<file path="src/rtl/fft_power_peak.sv">
// Per-bin power (re^2 + im^2) pipeline with a frame tracker that reports the
// peak bin, the peak power and the total energy once per NPTS-bin frame.
module fft_power_peak #(
  parameter int NPTS    = 256,
  parameter int LOG2N   = 8,
  parameter int SKIP_DC = 0
) (
  input  logic                    clk,
  input  logic                    reset,
  input  logic                    in_valid,
  input  logic signed [15:0]      in_re,
  input  logic signed [15:0]      in_im,
  output logic                    pwr_valid,
  output logic [31:0]             pwr,
  output logic [LOG2N-1:0]        pwr_bin,
  output logic                    frame_done,
  output logic [LOG2N-1:0]        peak_bin,
  output logic [31:0]             peak_pwr,
  output logic [LOG2N+31:0]       energy,
  output logic                    busy
);

  // state  | meaning
  // IDLE   | no frame in progress
  // ACCUM  | bins 1..NPTS-1 of a frame are being accumulated
  // REPORT | results registered, frame_done high; bin 0 of a new frame may arrive
  localparam logic [1:0] IDLE   = 2'd0;
  localparam logic [1:0] ACCUM  = 2'd1;
  localparam logic [1:0] REPORT = 2'd2;

  localparam logic [LOG2N-1:0] BIN_ONE  = LOG2N'(1);
  localparam logic [LOG2N-1:0] LAST_BIN = LOG2N'(NPTS - 1);

  logic [1:0]         state_q, state_d;
  logic [LOG2N-1:0]   bin_cnt_q;

  logic               s1_valid_q;
  logic [LOG2N-1:0]   s1_bin_q;
  logic [31:0]        sq_re_q, sq_im_q;
  logic signed [31:0] prod_re, prod_im;

  logic               pwr_valid_q;
  logic [31:0]        pwr_q;
  logic [LOG2N-1:0]   pwr_bin_q;

  logic [LOG2N+31:0]  acc_q, acc_d;
  logic [31:0]        run_pk_q, run_pk_d;
  logic [LOG2N-1:0]   run_bin_q, run_bin_d;

  logic [LOG2N+31:0]  energy_q;
  logic [31:0]        peak_pwr_q;
  logic [LOG2N-1:0]   peak_bin_q;
  logic               report_load;

  assign prod_re = in_re * in_re;
  assign prod_im = in_im * in_im;

  always_ff @(posedge clk or posedge reset) begin
    if (reset) begin
      bin_cnt_q   <= '0;
      s1_valid_q  <= 1'b0;
      s1_bin_q    <= '0;
      sq_re_q     <= '0;
      sq_im_q     <= '0;
      pwr_valid_q <= 1'b0;
      pwr_q       <= '0;
      pwr_bin_q   <= '0;
    end else begin
      s1_valid_q  <= in_valid;
      pwr_valid_q <= s1_valid_q;
      if (in_valid) begin
        bin_cnt_q <= bin_cnt_q + BIN_ONE;
        sq_re_q   <= prod_re;
        sq_im_q   <= prod_im;
        s1_bin_q  <= bin_cnt_q;
      end
      // Squares are non-negative, so the unsigned sum peaks at exactly 2^31.
      if (s1_valid_q) begin
        pwr_q     <= sq_re_q + sq_im_q;
        pwr_bin_q <= s1_bin_q;
      end
    end
  end

  always_comb begin
    acc_d     = acc_q;
    run_pk_d  = run_pk_q;
    run_bin_d = run_bin_q;
    if (pwr_valid_q) begin
      if (pwr_bin_q == '0) begin
        acc_d     = {{LOG2N{1'b0}}, pwr_q};
        run_pk_d  = (SKIP_DC != 0) ? 32'd0 : pwr_q;
        run_bin_d = (SKIP_DC != 0) ? BIN_ONE : '0;
      end else begin
        acc_d = acc_q + {{LOG2N{1'b0}}, pwr_q};
        if (pwr_q > run_pk_q) begin
          run_pk_d  = pwr_q;
          run_bin_d = pwr_bin_q;
        end
      end
    end
  end

  always_comb begin
    state_d = state_q;
    case (state_q)
      IDLE:    if (pwr_valid_q && pwr_bin_q == '0) state_d = ACCUM;
      ACCUM:   if (pwr_valid_q && pwr_bin_q == LAST_BIN) state_d = REPORT;
      REPORT:  state_d = (pwr_valid_q && pwr_bin_q == '0) ? ACCUM : IDLE;
      default: state_d = IDLE;
    endcase
  end

  assign report_load = (state_q == ACCUM) && (state_d == REPORT);

  always_ff @(posedge clk or posedge reset) begin
    if (reset) begin
      state_q    <= IDLE;
      acc_q      <= '0;
      run_pk_q   <= '0;
      run_bin_q  <= '0;
      energy_q   <= '0;
      peak_pwr_q <= '0;
      peak_bin_q <= '0;
    end else begin
      state_q   <= state_d;
      acc_q     <= acc_d;
      run_pk_q  <= run_pk_d;
      run_bin_q <= run_bin_d;
      if (report_load) begin
        energy_q   <= acc_d;
        peak_pwr_q <= run_pk_d;
        peak_bin_q <= run_bin_d;
      end
    end
  end

  assign pwr_valid  = pwr_valid_q;
  assign pwr        = pwr_q;
  assign pwr_bin    = pwr_bin_q;
  assign frame_done = (state_q == REPORT);
  assign peak_bin   = peak_bin_q;
  assign peak_pwr   = peak_pwr_q;
  assign energy     = energy_q;
  assign busy       = (bin_cnt_q != '0) | s1_valid_q | pwr_valid_q;

endmodule

</file>
<file path="config.mk">
export PLATFORM = sky130hd
export DESIGN_NAME = fft_power_peak
export DESIGN_NICKNAME = d
export VERILOG_FILES = /design/src/rtl/fft_power_peak.sv
export SDC_FILE = /design/constraint.sdc
export NUM_CORES = 2
export LEC_CHECK = 0
export ABC_CLOCK_PERIOD_IN_PS = 8910
export BUFFER_PORTS_ARGS = -buffer_cell sky130_fd_sc_hd__buf_2
export CORE_UTILIZATION = 50
export DETAILED_ROUTE_END_ITERATION = 8
export PLACE_DENSITY = 0.82
export SETUP_SLACK_MARGIN = 0.05
export SLEW_MARGIN = 10
export SYNTH_ARGS = -nofsm -noshare
export SYNTH_HDL_FRONTEND = slang
export SYNTH_SLANG_ARGS = --single-unit
</file>
<file path="constraint.sdc">
create_clock -name clk -period 8.91 [get_ports clk]
set_clock_uncertainty 0.15 [all_clocks]
set_input_delay 0.4455 -clock clk [delete_from_list [all_inputs] [get_ports clk]]
set_output_delay 0.4455 -clock clk [all_outputs]
set_load 0.005 [all_outputs]
</file>
==> flow_metrics.py <==
metrics = {
    "run_status": {
        "status": "complete, no violations",
    },
    "global_routing": {
        "antenna_found_initial": 2,
        "grt.total_usage_pct": 24.0,
        "grt_start_max_net_pins": 183,
        "grt_overflow_total": 0,
        "grt_pass1_vias": 25785,
        "grt_pass1_wl_mm": 129,
    },
    "placement": {
        "io_buffers": 157,
        "gp_congestion": 0.953,
        "dp_hpwl_mm": 61.1,
    },
    "die": {
        "fp.dieH_um": 258,
        "die-area_um2": 66500,
        "coreArea_um2": 64600,
        "rows": 93,
        "initial_core_util_pct": 50.7,
        "die_w_um": 258,
        "io_pins": 158,
    },
    "route": {
        "vias": 24177,
        "first_iter_violations": 1801,
        "drt.antenna.violating_nets": 0,
        "wl_mm": 77.3,
        "route.detailed.drc": 0,
        "wl_per_cell_um": 17.6,
        "vias_per_cell": 5.51,
        "dr.pass1.iters": 5,
    },
    "sta": {
        "period_share_pct": 75.3,
        "hold_viol_final": 0,
        "rsz0062_at_grt": "no",
        "drv_slew": 0,
        "final.setup.tns_ns": 0,
        "fmax_ghz": 0.149,
        "setup_viol": 0,
        "worstMarginPinSlew_ns": 1.09,
        "fin_crit_ns": 6.71,
        "slew_headroom_pct": 27.4,
    },
    "synth": {
        "synth_nets": 4198,
        "synthArstFlopShare_pct": 100,
        "synthTopCellsByArea": "fa_1, dfrtp_1, ha_1, inv_1, mux2_2",
        "synth_top_family_by_area": "adder cells",
        "synth_xor_area_share_pct": 3.64,
        "ys_seq_elements": 282,
        "seq_area_frac_synth_pct": 21.6,
        "synth_top_area_share_pct": 28.6,
        "synthDistinctLibCells": 82,
        "synth_top_flop_cell": "dfrtp_1",
        "synthSimpleGateAreaFrac_pct": 10.7,
        "synthAdderAreaFrac_pct": 39.0,
        "synthCells": 3422,
        "synth_compound_area_share_pct": 10.3,
        "avgSynthCellArea_um2": 9.57,
        "yosysWarnings": 0,
        "synthMuxAreaShare_pct": 5.09,
        "synth.cell_area_um2": 32700,
        "yosys.area.top_type": "fa_1",
        "synth_edf_count": 0,
    },
    "setup_path": {
        "critPathKind": "in -> reg",
        "cp-start-kind": "input pin",
        "crit_start": "in_im[15]",
        "slowest_stage": "fa_1",
        "arrival_ns": 7.00,
        "critical-path-top-delay-family": "adder cells",
        "timing.critical_path.buf_inv": 6,
        "reg2reg_depth": 11,
        "worst_ep_required_time_ns": 9.20,
        "critPathMaxStageDelay_ns": 0.87,
        "r2r-start": "pwr[29]",
        "cpMostUsedCell": "fa_1",
        "path_cells": "buf_2 > inv_1 > nor2_1 > fa_1 > fa_1 > inv_1 > fa_1 > fa_1 > inv_1 > fa_1 > inv_1 > fa_1 > inv_1 > ha_1 > and3_1 > and3_1 > a211o_1 > a2111oi_0 > or3_1 > nand3_1",
        "endpoint_kind": "flip-flop",
        "critPathMaxFanout": 19,
        "cp_num_cells": 20,
    },
    "clocking": {
        "cts_made_buffers": 30,
        "cts_max_path_buffers": 3,
        "clockRootBuffer": "clkbuf_16",
        "cts_num_sinks": 282,
        "insertion_delay_ns": 0.59,
        "h-tree-depth": 1,
        "post_cts_resize_count": 0,
        "cts.clk_slew.worst_paths_ns": 0.06,
        "postCtsSetupRepairBufs": 0,
        "tritoncts": "done",
    },
    "layout": {
        "drive_gt1_share_pct": 11.2,
        "layout.nets": 4284,
        "layout_common_cells": "inv_1, fa_1, nand2_1, dfrtp_1, ha_1",
        "antenna_cells": 0,
        "layout_commonest_cell": "inv_1",
        "area_growth_pct": 7.96,
        "nFillCells": 5562,
    },
    "job": {
        "maxCapViolCount": 0,
    },
    "worst_hold_path": {
        "hold-path-cell-count": 2,
        "hold_path_class": "in -> reg",
        "min_from": "in_valid",
    },
}
registers in the layout, indices dropped and copies added (netlist names):
| name | flops |
|---|---|
| acc_q | 40 |
| energy | 40 |
| peak_pwr | 32 |
| pwr | 32 |
| run_pk_q | 32 |
| sq_im_q | 31 |
| sq_re_q | 31 |
| bin_cnt_q | 8 |
| peak_bin | 8 |
| pwr_bin | 8 |
| run_bin_q | 8 |
| s1_bin_q | 8 |
| state_q | 2 |
| pwr_valid | 1 |
| s1_valid_q | 1 |
stage by stage:
step	setup WS (ns)	hold WS, ns	cell area (µm²)	util, %	std cells
2_1_floorplan	0.536	0.220	32700	-	3422
3_5_place_dp	1.65	0.300	34300	53.0	4330
4_1_cts	2.21	0.0387	35400	54.7	4387
3_3_place_gp	1.84	0.296	34300	53.0	4330
5_1_grt	1.76	0.0574	35400	54.7	4387
6_report	2.20	0.0551	35400	54.7	4387
synth_stat cells (9+ instances only):
| library cell | n |
|---|---|
| dfrtp_1 | 282 |
| clkbuf_1 | 99 |
| o21a_1 | 17 |
| o21bai_1 | 19 |
| a31o_2 | 16 |
| inv_1 | 716 |
| o31ai_1 | 12 |
| a21oi_1 | 166 |
| a31oi_1 | 28 |
| nand2_1 | 301 |
| a211oi_1 | 20 |
| nand4_1 | 31 |
| and3_1 | 18 |
| xor2_1 | 36 |
| nor2b_1 | 13 |
| nand2b_1 | 21 |
| nor3_1 | 52 |
| fa_1 | 468 |
| and2_1 | 80 |
| o21ai_0 | 96 |
| mux2i_1 | 17 |
| nand3_1 | 48 |
| or3_1 | 9 |
| ha_1 | 273 |
| xnor2_1 | 100 |
| o211ai_1 | 11 |
| mux2_2 | 131 |
| nor2_1 | 150 |
| a21o_1 | 65 |
routing by layer:
| metal | track usage [%] | wire length (µm) |
|---|---|---|
| met2 | 43.0 | 39300 |
| met4 | 8.51 | 2840 |
| met5 | 0 | 23 |
| met1 | 30.0 | 30900 |
| met3 | 2.55 | 4180 |
worst paths after layout:
kind | endpoint | slack, ns
worst max-delay path | sq_im_q[31] | 2.20
max in group asynchronous | pwr_valid | 6.76
worst min-delay path | bin_cnt_q[0] | 0.06
min in group asynchronous | peak_pwr[6] | 0.34
worst min register to register | state_q[0] | 0.32
worst max register to register | run_pk_q[8] | 4.56
cell families (layout without fill, tap and decap cells):
family,count (synthesis),after routing
DFF,282,282
AOI/OAI and AO/OA,523,523
and+or+nand+nor,756,756
adders and majority gates,741,741
buffers and inverters,834,944
xor gates and xnor gates,136,136
muxes,150,150
repair_timing:
item | 4_1_cts | 5_1_grt
setup endpoints to repair | 0 | 0
hold buffers | 1 | 0
endpoints found under the hold margin | 100 | 0
final cells by class:
type	instances	area [µm²]	area share [%]
tap	855	1070	3.03
sequential	282	7060	20.0
clock buffer	34	776	2.19
clock inverter	22	307	0.867
inverter	718	2700	7.64
timing repair buffer	170	901	2.55
multi-input combinational	2306	22500	63.8
Power is left out: the tool's default activity adds up to more than one toggle a clock period on the data nets, which glitch-free logic cannot reach.
